File: config.mk
export PLATFORM = sky130hd
export DESIGN_NAME = dcache_wb_buffer_flat
export DESIGN_NICKNAME = d
export VERILOG_FILES = /design/src/rtl/dcache_wb_buffer_pkg.sv /design/src/rtl/dcache_wb_buffer_if.sv /design/src/rtl/dcache_wb_buffer_addr_match.sv /design/src/rtl/dcache_wb_buffer.sv /design/src/flat_wrapper.sv
export SDC_FILE = /design/constraint.sdc
export NUM_CORES = 2
export LEC_CHECK = 0
export CORE_AREA = 5 5 418 420
export CTS_CLUSTER_DIAMETER = 150
export DETAILED_ROUTE_END_ITERATION = 8
export DIE_AREA = 0 0 423 425
export DONT_BUFFER_PORTS = 1
export PLACE_DENSITY_LB_ADDON = 0.1
export SETUP_SLACK_MARGIN = 0.3
export SKIP_LAST_GASP = 1
export SLEW_MARGIN = 20
export SYNTH_ARGS = -nofsm -noshare
export SYNTH_HDL_FRONTEND = slang
export SYNTH_SLANG_ARGS = --single-unit
File: constraint.sdc
create_clock -name clk -period 39.4 [get_ports clk]
set_clock_uncertainty 0.15 [all_clocks]
set_input_delay 11.82 -clock clk [delete_from_list [all_inputs] [get_ports clk]]
set_output_delay 11.82 -clock clk [all_outputs]
set_load 0.02 [all_outputs]
File: src/rtl/dcache_wb_buffer_pkg.sv
// Shared types for the dcache write-back buffer: FSM states, buffer entries,
// and line-address helpers.
package dcache_wb_buffer_pkg;

  localparam int LINE_W = 256;
  localparam int OFS_W  = 5;
  localparam int TAG_W  = 32 - OFS_W;

  typedef enum logic [2:0] {
    S_IDLE,
    S_RD_ISSUE,
    S_RD_WAIT,
    S_WR_ISSUE,
    S_WR_WAIT,
    S_RESP
  } wbb_state_t;

  typedef struct packed {
    logic              valid;
    logic [TAG_W-1:0]  tag;
    logic [LINE_W-1:0] data;
  } wbb_entry_t;

  function automatic logic [31:0] line_addr(input logic [TAG_W-1:0] tag);
    return {tag, {OFS_W{1'b0}}};
  endfunction

endpackage

File: src/rtl/dcache_wb_buffer_if.sv
// Line-granular memory port (request/response) used on both the dcache side
// and the adapter side of the write-back buffer.
interface dcache_wb_buffer_if;
  import dcache_wb_buffer_pkg::*;

  logic [31:0]       addr;
  logic              read;
  logic              write;
  logic [LINE_W-1:0] wdata;
  logic [LINE_W-1:0] rdata;
  logic              resp;

  modport master (output addr, read, write, wdata, input rdata, resp);
  modport slave  (input addr, read, write, wdata, output rdata, resp);

endinterface

File: src/rtl/dcache_wb_buffer_addr_match.sv
// Combinational CAM: finds the valid entry whose line tag equals the lookup tag.
// Entries never share a tag, so at most one bit can match.
module dcache_wb_buffer_addr_match
  import dcache_wb_buffer_pkg::*;
#(
  parameter int DEPTH = 2,
  parameter int IDX_W = 1
) (
  input  logic [DEPTH-1:0]            valid_i,
  input  logic [DEPTH-1:0][TAG_W-1:0] tag_i,
  input  logic [TAG_W-1:0]            lookup_i,
  output logic                        hit_o,
  output logic [IDX_W-1:0]            idx_o
);

  always_comb begin
    hit_o = 1'b0;
    idx_o = '0;
    for (int i = 0; i < DEPTH; i++) begin
      if (valid_i[i] && (tag_i[i] == lookup_i)) begin
        hit_o = 1'b1;
        idx_o = IDX_W'(i);
      end
    end
  end

endmodule

File: src/rtl/dcache_wb_buffer.sv
// Write-back buffer FSM. state | meaning:
// IDLE sample ufp | RD_ISSUE/RD_WAIT fetch miss | WR_ISSUE/WR_WAIT drain head | RESP ufp completion
module dcache_wb_buffer
  import dcache_wb_buffer_pkg::*;
#(
  parameter int DEPTH = 2
) (
  input logic                clk,
  input logic                rst,
  dcache_wb_buffer_if.slave  ufp,
  dcache_wb_buffer_if.master dfp
);

  localparam int IDX_W = (DEPTH > 1) ? $clog2(DEPTH) : 1;
  localparam int CNT_W = $clog2(DEPTH + 1);

  wbb_state_t        state_q;
  wbb_entry_t        entries_q [DEPTH];
  logic [IDX_W-1:0]  head_q;
  logic [IDX_W-1:0]  tail_q;
  logic [CNT_W-1:0]  count_q;
  logic [LINE_W-1:0] rdata_q;
  logic [LINE_W-1:0] dfp_wdata_q;
  logic [31:0]       dfp_addr_q;
  logic              resp_q;
  logic              dfp_read_q;
  logic              dfp_write_q;

  logic [DEPTH-1:0]            valid_vec;
  logic [DEPTH-1:0][TAG_W-1:0] tag_vec;
  logic [TAG_W-1:0]            ufp_tag;
  logic                        hit;
  logic [IDX_W-1:0]            hit_idx;
  logic                        full;
  logic                        empty;

  function automatic logic [IDX_W-1:0] next_ptr(input logic [IDX_W-1:0] p);
    return (p == IDX_W'(DEPTH - 1)) ? '0 : p + 1'b1;
  endfunction

  assign ufp_tag = ufp.addr[31:OFS_W];
  assign full    = (count_q == CNT_W'(DEPTH));
  assign empty   = (count_q == '0);

  always_comb begin
    valid_vec = '0;
    tag_vec   = '0;
    for (int i = 0; i < DEPTH; i++) begin
      valid_vec[i] = entries_q[i].valid;
      tag_vec[i]   = entries_q[i].tag;
    end
  end

  dcache_wb_buffer_addr_match #(
    .DEPTH (DEPTH),
    .IDX_W (IDX_W)
  ) u_wbb_addr_match (
    .valid_i  (valid_vec),
    .tag_i    (tag_vec),
    .lookup_i (ufp_tag),
    .hit_o    (hit),
    .idx_o    (hit_idx)
  );

  always_ff @(posedge clk) begin
    if (!rst) begin
      state_q     <= S_IDLE;
      head_q      <= '0;
      tail_q      <= '0;
      count_q     <= '0;
      rdata_q     <= '0;
      dfp_wdata_q <= '0;
      dfp_addr_q  <= '0;
      resp_q      <= 1'b0;
      dfp_read_q  <= 1'b0;
      dfp_write_q <= 1'b0;
      for (int i = 0; i < DEPTH; i++) entries_q[i] <= '0;
    end else begin
      unique case (state_q)
        S_IDLE: begin
          if (ufp.read && hit) begin
            rdata_q <= entries_q[hit_idx].data;
            resp_q  <= 1'b1;
            state_q <= S_RESP;
          end else if (ufp.read) begin
            dfp_addr_q <= line_addr(ufp_tag);
            dfp_read_q <= 1'b1;
            state_q    <= S_RD_ISSUE;
          end else if (ufp.write && hit) begin
            entries_q[hit_idx].data <= ufp.wdata;
            rdata_q <= '0;
            resp_q  <= 1'b1;
            state_q <= S_RESP;
          end else if (ufp.write && !full) begin
            entries_q[tail_q] <= '{valid: 1'b1, tag: ufp_tag, data: ufp.wdata};
            tail_q  <= next_ptr(tail_q);
            count_q <= count_q + 1'b1;
            rdata_q <= '0;
            resp_q  <= 1'b1;
            state_q <= S_RESP;
          end else if (ufp.write || !empty) begin
            // A stalled full write is simply re-sampled once the head has drained.
            dfp_addr_q  <= line_addr(entries_q[head_q].tag);
            dfp_wdata_q <= entries_q[head_q].data;
            dfp_write_q <= 1'b1;
            state_q     <= S_WR_ISSUE;
          end
        end
        S_RD_ISSUE: begin
          dfp_read_q <= 1'b0;
          state_q    <= S_RD_WAIT;
        end
        S_RD_WAIT: begin
          if (dfp.resp) begin
            rdata_q <= dfp.rdata;
            resp_q  <= 1'b1;
            state_q <= S_RESP;
          end
        end
        S_WR_ISSUE: begin
          dfp_write_q <= 1'b0;
          state_q     <= S_WR_WAIT;
        end
        S_WR_WAIT: begin
          if (dfp.resp) begin
            entries_q[head_q].valid <= 1'b0;
            head_q  <= next_ptr(head_q);
            count_q <= count_q - 1'b1;
            state_q <= S_IDLE;
          end
        end
        S_RESP: begin
          resp_q  <= 1'b0;
          state_q <= S_IDLE;
        end
        default: state_q <= S_IDLE;
      endcase
    end
  end

  assign ufp.rdata = rdata_q;
  assign ufp.resp  = resp_q;
  assign dfp.addr  = dfp_addr_q;
  assign dfp.read  = dfp_read_q;
  assign dfp.write = dfp_write_q;
  assign dfp.wdata = dfp_wdata_q;

endmodule

File: src/flat_wrapper.sv
// flat-port wrapper written by rule: the top's interface ports become plain ports
module dcache_wb_buffer_flat import dcache_wb_buffer_pkg::*;
#(
  parameter int DEPTH = 2
)
  (clk, rst, ufp_addr, ufp_read, ufp_write, ufp_wdata, ufp_rdata, ufp_resp, dfp_addr, dfp_read, dfp_write, dfp_wdata, dfp_rdata, dfp_resp);
  dcache_wb_buffer_if ufp_i ();
  dcache_wb_buffer_if dfp_i ();
  input logic clk;
  input logic rst;
  input wire logic [$bits(ufp_i.addr)-1:0] ufp_addr;
  input wire logic [$bits(ufp_i.read)-1:0] ufp_read;
  input wire logic [$bits(ufp_i.write)-1:0] ufp_write;
  input wire logic [$bits(ufp_i.wdata)-1:0] ufp_wdata;
  output wire logic [$bits(ufp_i.rdata)-1:0] ufp_rdata;
  output wire logic [$bits(ufp_i.resp)-1:0] ufp_resp;
  output wire logic [$bits(dfp_i.addr)-1:0] dfp_addr;
  output wire logic [$bits(dfp_i.read)-1:0] dfp_read;
  output wire logic [$bits(dfp_i.write)-1:0] dfp_write;
  output wire logic [$bits(dfp_i.wdata)-1:0] dfp_wdata;
  input wire logic [$bits(dfp_i.rdata)-1:0] dfp_rdata;
  input wire logic [$bits(dfp_i.resp)-1:0] dfp_resp;
  assign ufp_i.addr = ufp_addr;
  assign ufp_i.read = ufp_read;
  assign ufp_i.write = ufp_write;
  assign ufp_i.wdata = ufp_wdata;
  assign ufp_rdata = ufp_i.rdata;
  assign ufp_resp = ufp_i.resp;
  assign dfp_addr = dfp_i.addr;
  assign dfp_read = dfp_i.read;
  assign dfp_write = dfp_i.write;
  assign dfp_wdata = dfp_i.wdata;
  assign dfp_i.rdata = dfp_rdata;
  assign dfp_i.resp = dfp_resp;
  dcache_wb_buffer #(.DEPTH(DEPTH)) u_core (.clk(clk), .rst(rst), .ufp(ufp_i), .dfp(dfp_i));
endmodule
# Word-level counts from Yosys, hierarchy flattened
# Memory sizes are Yosys's and may differ from the RTL's. A register that Yosys moved wholly into a read port is not among the register bits.
# Cells that the tools add are included.
# word_totals
regBits,554
mem_bits_rw,568
input_bits,549
output_inout_bits,547
wordCells,143
memories,1
# mem_list
memory,depth,width,read_ports,rd_clocked_by_memory_dff,wr,line_no,rtl
u_core.entries_q,2,284,4,1,2,dcache_wb_buffer.sv:18,wbb_entry_t entries_q [DEPTH];
# op_classes
n_addsub,4
eq_ne,22
mux,73
bitwise_logic,4
reduce_logical,29
# ops
op,count
two-way mux 256 bit,5
two-way mux 284 bit,3
OR reduction 284 bit,3
case mux 256 bit (2 select lines),1
two-way mux 32 bit,4
equality test 27 bit,2
two-way mux 1 bit,40
two-way mux 3 bit,8
inequality test 2 bit (second input constant),9
AND reduction 6 bit,3
case mux 3 bit (5 select lines),1
two-way mux 2 bit,7
AND reduction 5 bit,2
nonzero test 2 bit,5
AND reduction 4 bit,2
equality test 3 x 2 -> 1 bit (second input constant),2
equality test 3 bit (second input constant),2
inequality test 6 x 2 -> 1 bit (second input constant),1
AND reduction 3 bit,2
logical AND 1 bit,5
inequality test 2 x 1 -> 1 bit (second input constant),2
inequality test 4 x 1 -> 1 bit (second input constant),1
inverter 1 bit,4
case mux 1 bit (2 select lines),2
14 further kinds,16

# Longest topological paths before layout
# An unclocked memory read counts as a cell.
# depth
depth_word,16
mapped_depth,10

# By module
# A second synthesis with hierarchy kept.
# unflattened
cells_unflattened,4204
area_unflattened_um2,49252.2
# by_module_without_submodules
module,n_inst,cells_each,area_each_um2
dcache_wb_buffer,1,4130,48646.7
dcache_wb_buffer_addr_match,1,74,605.6

# Worst setup path after synthesis
# OpenSTA, ideal clock, no wires.
# synth_timing
kind,input to register
startpoint,input port ufp_addr[31]
endpoint,"memory u_core.entries_q[1][0] (netlist name), enable pin"
setup_time_ns,1.227
arrival_time_ns,31.349
t_required_ns,38.023
slack_ns,6.675
cell_stages,9
path_buffers,3
path_cell_list,xnor2_1 > nand4_1 > or4_1 > buf_2 > or2_1 > a31o_1 > buf_2 > buf_2 > o21ai_0
# synth_rtl
item,line_no,rtl
from (decl),flat_wrapper.sv:11,input wire logic [$bits(ufp_i.addr)-1:0] ufp_addr;
to (decl),dcache_wb_buffer.sv:18,

==> flow_summary.yaml <==
routing:
  vias: 38680
  first_pass_iters: 6
  drc: 0
  routed_wl_mm: 232.7
  wire_per_inst_um: 34.53
  ant_nets: 0
  drtIter0Drc: 3115
  vias_per_cell: 5.739
global_route:
  grt_pass1_wl_mm: 321.8
  grt_max_degree: 330
  grt_pass1_vias: 37840
  antenna_found_initial: 90
  overflow: 0
  grt_use_total: 0.2466
critical_path:
  path_max_fanout: 68
  required_ps: 39760
  cp-end-kind: "register"
  arrival_ps: 17400
  critical_path_class: "input pin to register"
  critPathLaunchType: "input pin"
clock_tree:
  cts_root_buffer: "clkbuf_16"
  hold_buffers: 0
  cts_post_setup_buffers_inserted: 0
  clock_latency_ps: 790
  cts_buffers: 141
  clock-sinks: 1118
  path_clk_slew_ps: 60
  clock_path_buffers: 3
  ctsResizeCount: 0
  h-tree-depth: 4
  cts_tree: "done"
placed_design:
  hpwl_mm: 143.6
  gp_congestion: 0.8294
  portBuffers: 0
  dp_slack_ps: 21520
sta:
  final-max-slew-violation-count: 0
  setup_violations: 0
  period_share: 0.4324
  slew_headroom: 0.2051
  fin_crit_ps: 17040
  tightest_slew_ps: 1192
  finalWorstSetupSlack_ps: 22360
  fin_setup_tns_ps: 0
  hold_viol_final: 0
  fmax_mhz: 58.69
  rsz0062_at_grt: "false"
die:
  die_w_um: 423
  initial_core_util: 0.2974
  fp-row-count: 152
  core_area_um2: 170600
  pin_count: 1096
  fp.dieH_um: 425
  dieArea_um2: 179800
synth:
  postSynth.asyncResetShare: 0
  synthCells: 4610
  ys_ff_latch: 1118
  yosysSeqAreaShare: 0.5532
  ys.flop_type: "edfxtp_1"
  syn_avg_cell_area_um2: 11.01
  yosys_warnings: 0
  synth_edf_count: 568
  syn_area_um2: 50740
  synth_cell_types: 55
power_and_ir_drop:
  p_leak_nw: 20.34
  seq_power_share: 0.483
  ir_drop_v: 0.00004365
  switching_power_mw: 1.267
  p_int_mw: 2.345
  clkPwrFrac: 0.356
  powerDensity_nw_per_um2: 63.86
  switching_share: 0.3508
  p_comb_frac: 0.161
layout:
  ff_latch_area_um2: 28070
  utilization: 0.3316
  area_growth_pct: 11.48
  multi_input_area_um2: 20270
  n_fill_cell: 17400
  fin_nets: 4866
  layout_commonest_cell: "nand2_1"
  final_layout_size_suffix_gt1_frac: 0.1183
  mostFrequentLayoutCells: "nand2_1 (605), edfxtp_1 (568), nor3_1 (553), dfxtp_1 (549), mux2i_1 (312)"
hold_path:
  hold_path.class: "register to register"
job:
  max_cap_viol_count: 0
status:
  status: "finished, final reports clean"
-- path summary, 6_finish.rpt --
path	from	endpoint	slack [ps]	cells past startpoint
worst max register to register	u_core.entries_q[0][269]	u_core.entries_q[0][110]	32970	11
worst max-delay path	ufp_addr[18]	u_core.entries_q[0][110]	22360	11
worst min-delay path	u_core.count_q[1]	u_core.count_q[1]	390	2
worst min register to register	u_core.count_q[1]	u_core.count_q[1]	390	2
-- critical path, cell delays in order --
cell and delay [ps]:
xor2_1 380, nor4_1 130, nand4_1 360, o22ai_2 250, o2111ai_4 270, buf_4 680, buf_4 690, buf_4 820
buf_4 900, buf_4 810, nor3_1 100
-- kinds of logic after synthesis --
| logic type | count (synthesis) | synth area share |
|---|---|---|
| simple gates | 1510 | 0.1587 |
| xor+xnor | 55 | 0.009494 |
| compound gates | 1090 | 0.1662 |
| mux | 312 | 0.06155 |
| other cells | 1 | 0.00007391 |
| flops | 1118 | 0.5532 |
| buf+inv | 524 | 0.05075 |
-- metrics by stage --
stage                     instances  area (µm²)  hold WS (ps)  total power, mW
after global routing           6723       56520         423.0            3.752
after detailed placement       6407       51830         376.8            2.358
after floorplan                4614       50750         324.2            2.111
after global placement         6407       51830         363.2            2.350
final                          6740       56560         385.3            3.612
after CTS                      6670       56390         385.4            3.656
-- power groups by stage --
stage / Sequential [mW] / Combinational [mW] / Clock (mW)
after detailed placement: 1.77 / 0.586 / 0
after global placement: 1.77 / 0.578 / 0
final: 1.74 / 0.581 / 1.29
after global routing: 1.76 / 0.630 / 1.37
after floorplan: 1.67 / 0.438 / 0
after CTS: 1.75 / 0.587 / 1.32
-- state kept, by name, indices dropped and copies added (netlist names), 2 cells and up, named ones only --
name              flops
u_core.entries_q    568
u_core.dfp.wdata    256
u_core.ufp.rdata    256
u_core.dfp.addr      27
u_core.state_q        3
u_core.count_q        2
-- Yosys cell counts (all sizes together), types with 2 or more instances --
cell type,count,share of area
a31oi,4,0.00049
a22oi,256,0.038
xor2,28,0.0048
o21ai,295,0.029
nand3b,2,0.00054
o211ai,2,0.00030
inv,3,0.00022
nor3,775,0.098
buf,220,0.028
edfxtp,568,0.34
or3,2,0.00025
nand3,4,0.00039
mux2i,312,0.062
o211a,256,0.051
dfxtp,550,0.22
nand2,605,0.045
and3,2,0.00025
nor2,15,0.0011
clkbuf,301,0.022
a311oi,256,0.044
a21oi,4,0.00039
xnor2,27,0.0047
and2,56,0.0069
o21a,2,0.00030
o22ai,2,0.00037
nor4b,2,0.00035
nand4,16,0.0020
nand2b,9,0.0011
or4,2,0.00030
nor4,13,0.0016
or2,5,0.00062
-- routing by layer --
| layer | track usage | vias to the layer above | part of all wire |
|---|---|---|---|
| met4 | 0.1164 | 26 | 0.041 |
| met1 | 0.2924 | 19800 | 0.39 |
| met3 | 0.07774 | 382 | 0.079 |
| li1 | - | 17000 | - |
| met5 | 0 | - | 0.00064 |
| met2 | 0.4075 | 1477 | 0.49 |
-- final cells by class --
| class | count | area share |
|---|---|---|
| Timing Repair Buffer | 81 | 0.01208 |
| Antenna cell | 70 | 0.003097 |
| Clock inverter | 41 | 0.007189 |
| Clock buffer | 222 | 0.07333 |
| Multi-Input combinational cell | 2972 | 0.3583 |
| Inverter | 3 | 0.0003318 |
| Tap cell | 2233 | 0.04939 |
| Sequential cell | 1118 | 0.4963 |
(Power assumes the default switching activity.)
